--- src/rtl/pc_sequencer_pkg.sv ---
// Shared definitions for the fetch PC sequencer: FSM state encoding,
// the default reset PC, and small arithmetic helpers.
package pc_sequencer_pkg;

    typedef enum logic [1:0] {
        ST_BOOT     = 2'd0,
        ST_FETCH    = 2'd1,
        ST_REDIRECT = 2'd2,
        ST_HALT     = 2'd3
    } pc_state_e;

    localparam logic [31:0] DEFAULT_RESET_PC = 32'h0040_0000;

    // Sequential PC step; wraps modulo 2^32 with no overflow indication.
    function automatic logic [31:0] pc_add4(input logic [31:0] pc);
        return pc + 32'd4;
    endfunction

    // Redirect counter step that sticks at all-ones.
    function automatic logic [7:0] sat_inc8(input logic [7:0] v);
        return (v == 8'hFF) ? v : (v + 8'd1);
    endfunction

endpackage

--- src/rtl/pc_sequencer.sv ---
// Fetch PC sequencer: boots to RESET_PC, steps by 4 on accepted fetches,
// redirects on taken branches (one flush cycle), and halts with a sticky
// trap on a misaligned branch target when ALIGN_CHECK is set.
module pc_sequencer
    import pc_sequencer_pkg::*;
#(
    parameter logic [31:0] RESET_PC    = DEFAULT_RESET_PC,
    parameter bit          ALIGN_CHECK = 1'b1
) (
    input  logic        clk,
    input  logic        reset,
    input  logic        Stall_i,
    input  logic        Branch_Flag_i,
    input  logic [31:0] Branch_Target_i,
    input  logic        Imem_Ready_i,
    output logic        Imem_Req_o,
    output logic [31:0] PC_o,
    output logic [31:0] PC_Plus4_o,
    output logic        Flush_o,
    output logic        Trap_o,
    output logic [7:0]  Redirect_Cnt_o
);

    pc_state_e   r_state;
    pc_state_e   w_next_state;
    logic [31:0] r_pc;
    logic [31:0] w_next_pc;
    logic [31:0] w_pc_plus4;
    logic [7:0]  r_redirect_cnt;
    logic        w_cnt_inc;
    logic        w_misaligned;
    logic        r_imem_req;
    logic        r_flush;
    logic        r_trap;

    assign w_pc_plus4   = pc_add4(r_pc);
    assign w_misaligned = ALIGN_CHECK && (Branch_Target_i[1:0] != 2'b00);

    // Next-state, next-PC and counter-enable decode; branch has priority in FETCH.
    always_comb begin
        w_next_state = r_state;
        w_next_pc    = r_pc;
        w_cnt_inc    = 1'b0;
        case (r_state)
            ST_BOOT: begin
                w_next_state = ST_FETCH;
            end
            ST_FETCH: begin
                if (Branch_Flag_i) begin
                    if (w_misaligned) begin
                        w_next_state = ST_HALT;
                    end else begin
                        // Aligned targets already have zero low bits; the
                        // non-checking variant force-aligns here.
                        w_next_state = ST_REDIRECT;
                        w_next_pc    = {Branch_Target_i[31:2], 2'b00};
                        w_cnt_inc    = 1'b1;
                    end
                end else if (Imem_Ready_i && !Stall_i) begin
                    w_next_pc = w_pc_plus4;
                end else begin
                    w_next_pc = r_pc;
                end
            end
            ST_REDIRECT: begin
                w_next_state = ST_FETCH;
            end
            ST_HALT: begin
                w_next_state = ST_HALT;
            end
            default: begin
                w_next_state = ST_BOOT;
            end
        endcase
    end

    // State, PC and counter registers with asynchronous active-low reset.
    always_ff @(posedge clk or negedge reset) begin
        if (!reset) begin
            r_state        <= ST_BOOT;
            r_pc           <= RESET_PC;
            r_redirect_cnt <= 8'h00;
        end else begin
            r_state <= w_next_state;
            r_pc    <= w_next_pc;
            if (w_cnt_inc) begin
                r_redirect_cnt <= sat_inc8(r_redirect_cnt);
            end
        end
    end

    // Registered status outputs, decoded from the state being entered.
    always_ff @(posedge clk or negedge reset) begin
        if (!reset) begin
            r_imem_req <= 1'b0;
            r_flush    <= 1'b0;
            r_trap     <= 1'b0;
        end else begin
            r_imem_req <= (w_next_state == ST_FETCH);
            r_flush    <= (w_next_state == ST_REDIRECT);
            r_trap     <= (w_next_state == ST_HALT);
        end
    end

    assign PC_o           = r_pc;
    assign PC_Plus4_o     = w_pc_plus4;
    assign Imem_Req_o     = r_imem_req;
    assign Flush_o        = r_flush;
    assign Trap_o         = r_trap;
    assign Redirect_Cnt_o = r_redirect_cnt;

endmodule

--- config.mk ---
export PLATFORM = sky130hd
export DESIGN_NAME = pc_sequencer
export DESIGN_NICKNAME = d
export VERILOG_FILES = /design/src/rtl/pc_sequencer_pkg.sv /design/src/rtl/pc_sequencer.sv
export SDC_FILE = /design/constraint.sdc
export NUM_CORES = 1
export LEC_CHECK = 0
export ABC_AREA = 0
export BUFFER_PORTS_ARGS = -buffer_cell sky130_fd_sc_hd__buf_4
export CORE_ASPECT_RATIO = 1.5
export CORE_MARGIN = 3
export CORE_UTILIZATION = 51
export CTS_BUF_LIST = sky130_fd_sc_hd__clkbuf_8
export DETAILED_ROUTE_END_ITERATION = 6
export PLACE_DENSITY = 0.82
export SKIP_CTS_REPAIR_TIMING = 1
export SYNTH_ARGS = -nofsm -noshare
export SYNTH_HDL_FRONTEND = slang
export SYNTH_SLANG_ARGS = --single-unit
--- constraint.sdc ---
create_clock -name clk -period 2.14 [get_ports clk]
set_input_delay 0.107 -clock clk [delete_from_list [all_inputs] [get_ports clk]]
set_output_delay 0.107 -clock clk [all_outputs]
set_load 0.005 [all_outputs]
==> results.yml, run 1 <==
synthesis:
  synth_edf_count: 0
  yosysSeqAreaShare: 0.357
  synth_ff_type: "dfrtp_1"
  synth_cell_types: 55
  synth_fa_ha_area_frac: 0.00828
  synth_xor_area_frac: 0.0957
  postSynthCellCount: 348
  synth_top_family_by_area: "simple AND/OR/NAND/NOR gates"
  synth-compound-area-share: 0.195
  synth_warnings: 0
  yosys.area_share.simple: 0.258
  synth.avg_cell_area_um2: 8.68
  ys_ff_latch: 43
  synth.mux.area_fraction: 0.0174
  synth_area_um2: 3020
  ys_async_sr_fraction: 1.00
sta:
  finalWorstSetupSlack_ns: -0.00434
  min_period_ns: 2.14
  worstMarginPinSlew_ns: 0.611
  hold_violations: 0
  maxSlewViolCount: 0
  finClkSkew_ns: 0.00862
  max_freq_mhz: 466
  setup_viol: 1
  rsz0062_at_grt: "true"
  fin_crit_sh: 1.00
  finalSetupTns_ns: -0.00434
  slew-limit-headroom: 0.593
drt:
  via_per_inst: 5.97
  postRouteAntennaNets: 0
  wl_mm: 9.07
  vias: 3189
  first_iter_violations: 277
  drc: 0
  first_pass_iters: 5
  wl_per_cell_um: 17.0
pwr:
  p_per_area_nw_per_um2: 488
  power.leakage_nw: 1.86
  ir_drop_uv: 465
placement:
  dpl.hpwl_mm: 6.40
  placedCellCount: 513
  gp_congestion: 0.851
  io_buffers: 107
critical_path:
  slowest_stage: "dfrtp_2"
  crit_type: "reg -> out"
  timing.critical_path.to_type: "primary output"
  critPathMaxStageDelay_ns: 0.45
  path_cells: "nand4_1 > nor4_4 > buf_6 > and4_4 > xnor2_2 > buf_4"
  startpoint_type: "flip-flop"
  crit_fanout: 7
  critPathRequiredTime_ns: 2.03
  ff2ff_setup_slack_ns: 0.22
  arrival_ns: 2.04
clocking:
  numCtsBuffers: 5
  cts_tree: "built"
  clk_pin_slew_ns: 0.09
  clk_latency_ns: 0.30
  cts-htree-levels: 2
  clock_path_buffers: 2
  cts_sinks: 43
  clockRootBuffer: "clkbuf_8"
job:
  cap_violations: 0
global_route:
  use_met1: 0.310
  antenna_found_initial: 0
  grt-ovfl-total: 0
  grt_max_degree: 65
  grt_use_met3: 0.0515
  grt_pass1_wl_mm: 13.7
  grtUsageMet2: 0.444
  top_usage_layer: "met2"
  grt_pass1_vias: 2883
  grt_use_total: 0.255
final_layout:
  final_cell_mix: "130 x buf_4, 31 x nand3_1, 30 x dfrtp_1, 24 x nand2_1, 23 x nor2_1"
  nets: 503
  final_common_cell: "buf_4"
  layoutNonFillerInstCount: 534
  drive_gt1_frac: 0.388
  fill_cells: 422
  antenna_cells: 0
  area_growth_pct: 38.6
  fin_util: 0.746
die:
  fp-row-count: 33
  dieHeight_um: 100
  die_x_um: 68.8
  dieArea_um2: 6900
  coreArea_um2: 5620
  initial_core_util: 0.538
  top_level_ports: 112
status:
  outcome: "finished with violations"
  violations: "negative setup slack"
hold_path:
  hold_path.class: "in -> reg"
[critical path: cells and delay by family, from the launching register on]
| kind | cells | cell delay (ns) |
|---|---|---|
| simple gates | 3 | 0.88 |
| flops | 1 | 0.45 |
| xor+xnor | 1 | 0.11 |
| buf+inv | 2 | 0.30 |
[where the power goes]
group / total [W] / switching [W] / internal, W
logic: 0.000518 / 0.000223 / 0.000295
registers: 0.000981 / 0.000111 / 0.000870
clock network: 0.000543 / 0.000289 / 0.000254
total: 0.00204 / 0.000622 / 0.00142
[worst paths after layout]
path / from / to / cells after the start
max in group asynchronous: reset / PC_o[16] / 2
hold / removal: Branch_Target_i[5] / PC_o[5] / 3
setup / recovery: PC_o[15] / PC_Plus4_o[30] / 6
setup reg to reg: PC_o[15] / PC_o[30] / 6
min in group asynchronous: reset / PC_o[5] / 2
hold reg to reg: Redirect_Cnt_o[7] / Redirect_Cnt_o[7] / 1
[routing by layer]
metal  part of all wire  wire, um
met4              0.021       195
met5                  0         0
met1               0.38      3430
met2               0.53      4760
met3              0.075       681
[registers in the layout, indices dropped and copies added (netlist names)]
| register | flops |
|---|---|
| PC_o | 30 |
| r_state | 2 |
| Imem_Req_o | 1 |
| Trap_o | 1 |
| Redirect_Cnt_o | 8 |
| Flush_o | 1 |
[cell usage after synthesis, types with 9 or more instances]
library cell,count,area (um^2)
buf_2,13,65.1
inv_1,15,56.3
dfrtp_1,42,1050
nor3_1,12,60.1
xnor2_1,21,184
xor2_1,12,105
nand2_1,24,90.1
nand4_1,15,93.8
nor2_1,25,93.8
clkbuf_1,9,33.8
o21ai_0,16,80.1
nand3_1,31,155
[layout make-up]
type,count,area [um^2],area share
Multi-Input combinational cell,263,1830,0.436
Sequential cell,43,1090,0.261
Timing Repair Buffer,135,1030,0.247
Tap cell,70,87.6,0.0209
Clock buffer,6,82.6,0.0197
Inverter,16,60.1,0.0143
Clock inverter,1,5.00,0.00120
[through the flow]
step	setup WS [ns]	hold WS, ns	area, um^2	total power, W
final	-0.00434	0.0859	4190	0.00204
after global routing	-0.0559	0.0972	4190	0.00213
after CTS	-0.151	-0.189	3980	0.00200
after detailed placement	0.127	0.136	3890	0.00147
after global placement	0.234	0.139	3890	0.00146
after floorplan	0.354	-0.189	3030	0.00118
[cells by family after synthesis]
family,Yosys count
flip-flops,43
multiplexers,5
AND/OR/NAND/NOR,138
other,1
XOR/XNOR,33
AO/OA/AOI/OAI,81
adder cells (fa/ha/maj),2
buffers and inverters,45
Power figures use the tool's default switching activity.
==> inputs of run 2 (changes only) <==
SKIP_CTS_REPAIR_TIMING = default   (was 1)
==> results.yml, run 2 (synthesis gave the netlist of run 1 again) <==
clocking:
  clk_pin_slew_ns: 0.09
  cts_tree: "built"
  cts_sinks: 43
  cts-htree-levels: 2
  clockRootBuffer: "clkbuf_8"
  clock_path_buffers: 2
  clk_latency_ns: 0.30
  numCtsBuffers: 5
final_layout:
  antenna_cells: 0
  final_cell_mix: "134 x buf_4, 31 x dfrtp_1, 30 x nand3_1, 24 x nand2_1, 23 x nor2_1"
  final_common_cell: "buf_4"
  drive_gt1_frac: 0.386
  fill_cells: 433
  nets: 505
  area_growth_pct: 38.0
  largest_reg_flops: 30
pwr:
  seqPwrFrac: 0.475
  finalPower_w: 0.00204
  swShare: 0.306
  p_sw_w: 0.000623
  power_frac_clock: 0.268
  intPower_w: 0.00142
  ir_drop_uv: 469
  p_per_area_nw_per_um2: 489
  combPwrFrac: 0.257
  power.leakage_nw: 1.87
die:
  dieHeight_um: 100
  initial_core_util: 0.538
  fp-row-count: 33
  dieArea_um2: 6900
  coreArea_um2: 5620
  die_x_um: 68.8
  top_level_ports: 112
drt:
  postRouteAntennaNets: 0
  drc: 0
  wl_per_cell_um: 16.8
  via_per_inst: 6.04
  first_iter_violations: 398
  first_pass_iters: 5
  vias: 3238
  wl_mm: 9.03
critical_path:
  timing.critical_path.to_type: "primary output"
  path_cells: "nand4_1 > nor4_4 > buf_6 > and4_4 > xnor2_2 > buf_4"
  crit_type: "reg -> out"
  slowest_stage: "dfrtp_2"
  arrival_ns: 1.99
  critPathMaxStageDelay_ns: 0.44
  crit_fanout: 7
  startpoint_type: "flip-flop"
  critPathRequiredTime_ns: 2.03
sta:
  min_period_ns: 2.10
  slew-limit-headroom: 0.593
  rsz0062_at_grt: "true"
  hold_violations: 0
  finalSetupTns_ns: 0
  maxSlewViolCount: 0
  setup_viol: 0
  fin_crit_sh: 0.980
  finalWorstSetupSlack_ns: 0.0428
  finClkSkew_ns: 0.0100
  whs_ns: 0.0747
  max_freq_mhz: 477
  worstMarginPinSlew_ns: 0.610
global_route:
  grt_pass1_vias: 2932
  antenna_found_initial: 0
  grt-ovfl-total: 0
  grt_max_degree: 65
  grt_pass1_wl_mm: 13.9
  grt_use_total: 0.259
placement:
  dpl.hpwl_mm: 6.40
  gp_congestion: 0.851
  io_buffers: 107
  pre_cts_ws_ns: 0.127
status:
  outcome: "finished, final reports clean"
job:
  cap_violations: 0
hold_path:
  hold_path.class: "in -> reg"
[run 2: cell types whose count changed in the layout (fill, tap and decap cells not counted)]
cell / previous run / this run
ha_4: 1 / 0
ha_1: 1 / 2
nand3_2: 0 / 1
buf_4: 130 / 134
buf_12: 1 / 0
dfrtp_2: 12 / 11
buf_6: 2 / 1
nand3_1: 31 / 30
dfrtp_1: 30 / 31
nor4_2: 5 / 4
nor4_1: 1 / 2
[run 2: worst paths after layout]
kind                                    start                end  slack, ns  cells past startpoint
setup / recovery                     PC_o[16]     PC_Plus4_o[30]       0.04                      6
hold / removal             Branch_Target_i[5]            PC_o[5]       0.07                      3
setup reg to reg                     PC_o[16]           PC_o[30]       0.27                      6
hold reg to reg             Redirect_Cnt_o[7]  Redirect_Cnt_o[7]       0.52                      1
max in group asynchronous               reset           PC_o[16]       1.38                      2
min in group asynchronous               reset            PC_o[9]       0.32                      2
[run 2: worst max-delay path: cells and delay by family, from the launching register on]
family / cells / cell delay [ns]
xor gates and xnor gates: 1 / 0.11
DFF: 1 / 0.44
and+or+nand+nor: 3 / 0.83
buffers and inverters: 2 / 0.31
[run 2: through the flow]
stage | util | std cells | area (um^2)
floorplan | - | 351 | 3030
global placement | 0.692 | 513 | 3890
detailed placement | 0.692 | 513 | 3890
CTS | 0.717 | 524 | 4030
global route | 0.743 | 536 | 4170
finish | 0.743 | 536 | 4170
[run 2: power groups by stage]
stage	registers, W	clock network [W]	logic (W)
after floorplan	0.000955	0	0.000227
after global placement	0.000978	0	0.000477
after detailed placement	0.000984	0	0.000487
after CTS	0.000964	0.000548	0.000512
after global routing	0.000976	0.000579	0.000571
final	0.000967	0.000547	0.000524
[run 2: layout make-up]
cell class,count,area [um^2],share of cell area
multi-input combinational,263,1810,0.434
sequential,43,1090,0.262
timing repair buffer,137,1030,0.248
tap,70,87.6,0.0210
clock buffer,6,82.6,0.0198
inverter,16,60.1,0.0144
clock inverter,1,5.00,0.00120
[run 2: what timing repair did]
action / CTS / global route
resized for setup: 11 / 13
pin swaps: 3 / 6
hold buffers: 1 / 0
buffers inserted: 3 / 11
endpoints found under the hold margin: 42 / 0
gates cloned: 0 / 1
setup endpoints to repair: 14 / 16
[run 2: per-layer routing]
metal / global-route usage / vias to the layer above / part of all wire
met1: 0.314 / 1550 / 0.37
li1: - / 1494 / -
met2: 0.449 / 176 / 0.53
met4: 0.0766 / 0 / 0.016
met5: 0 / - / 0
met3: 0.0515 / 18 / 0.084
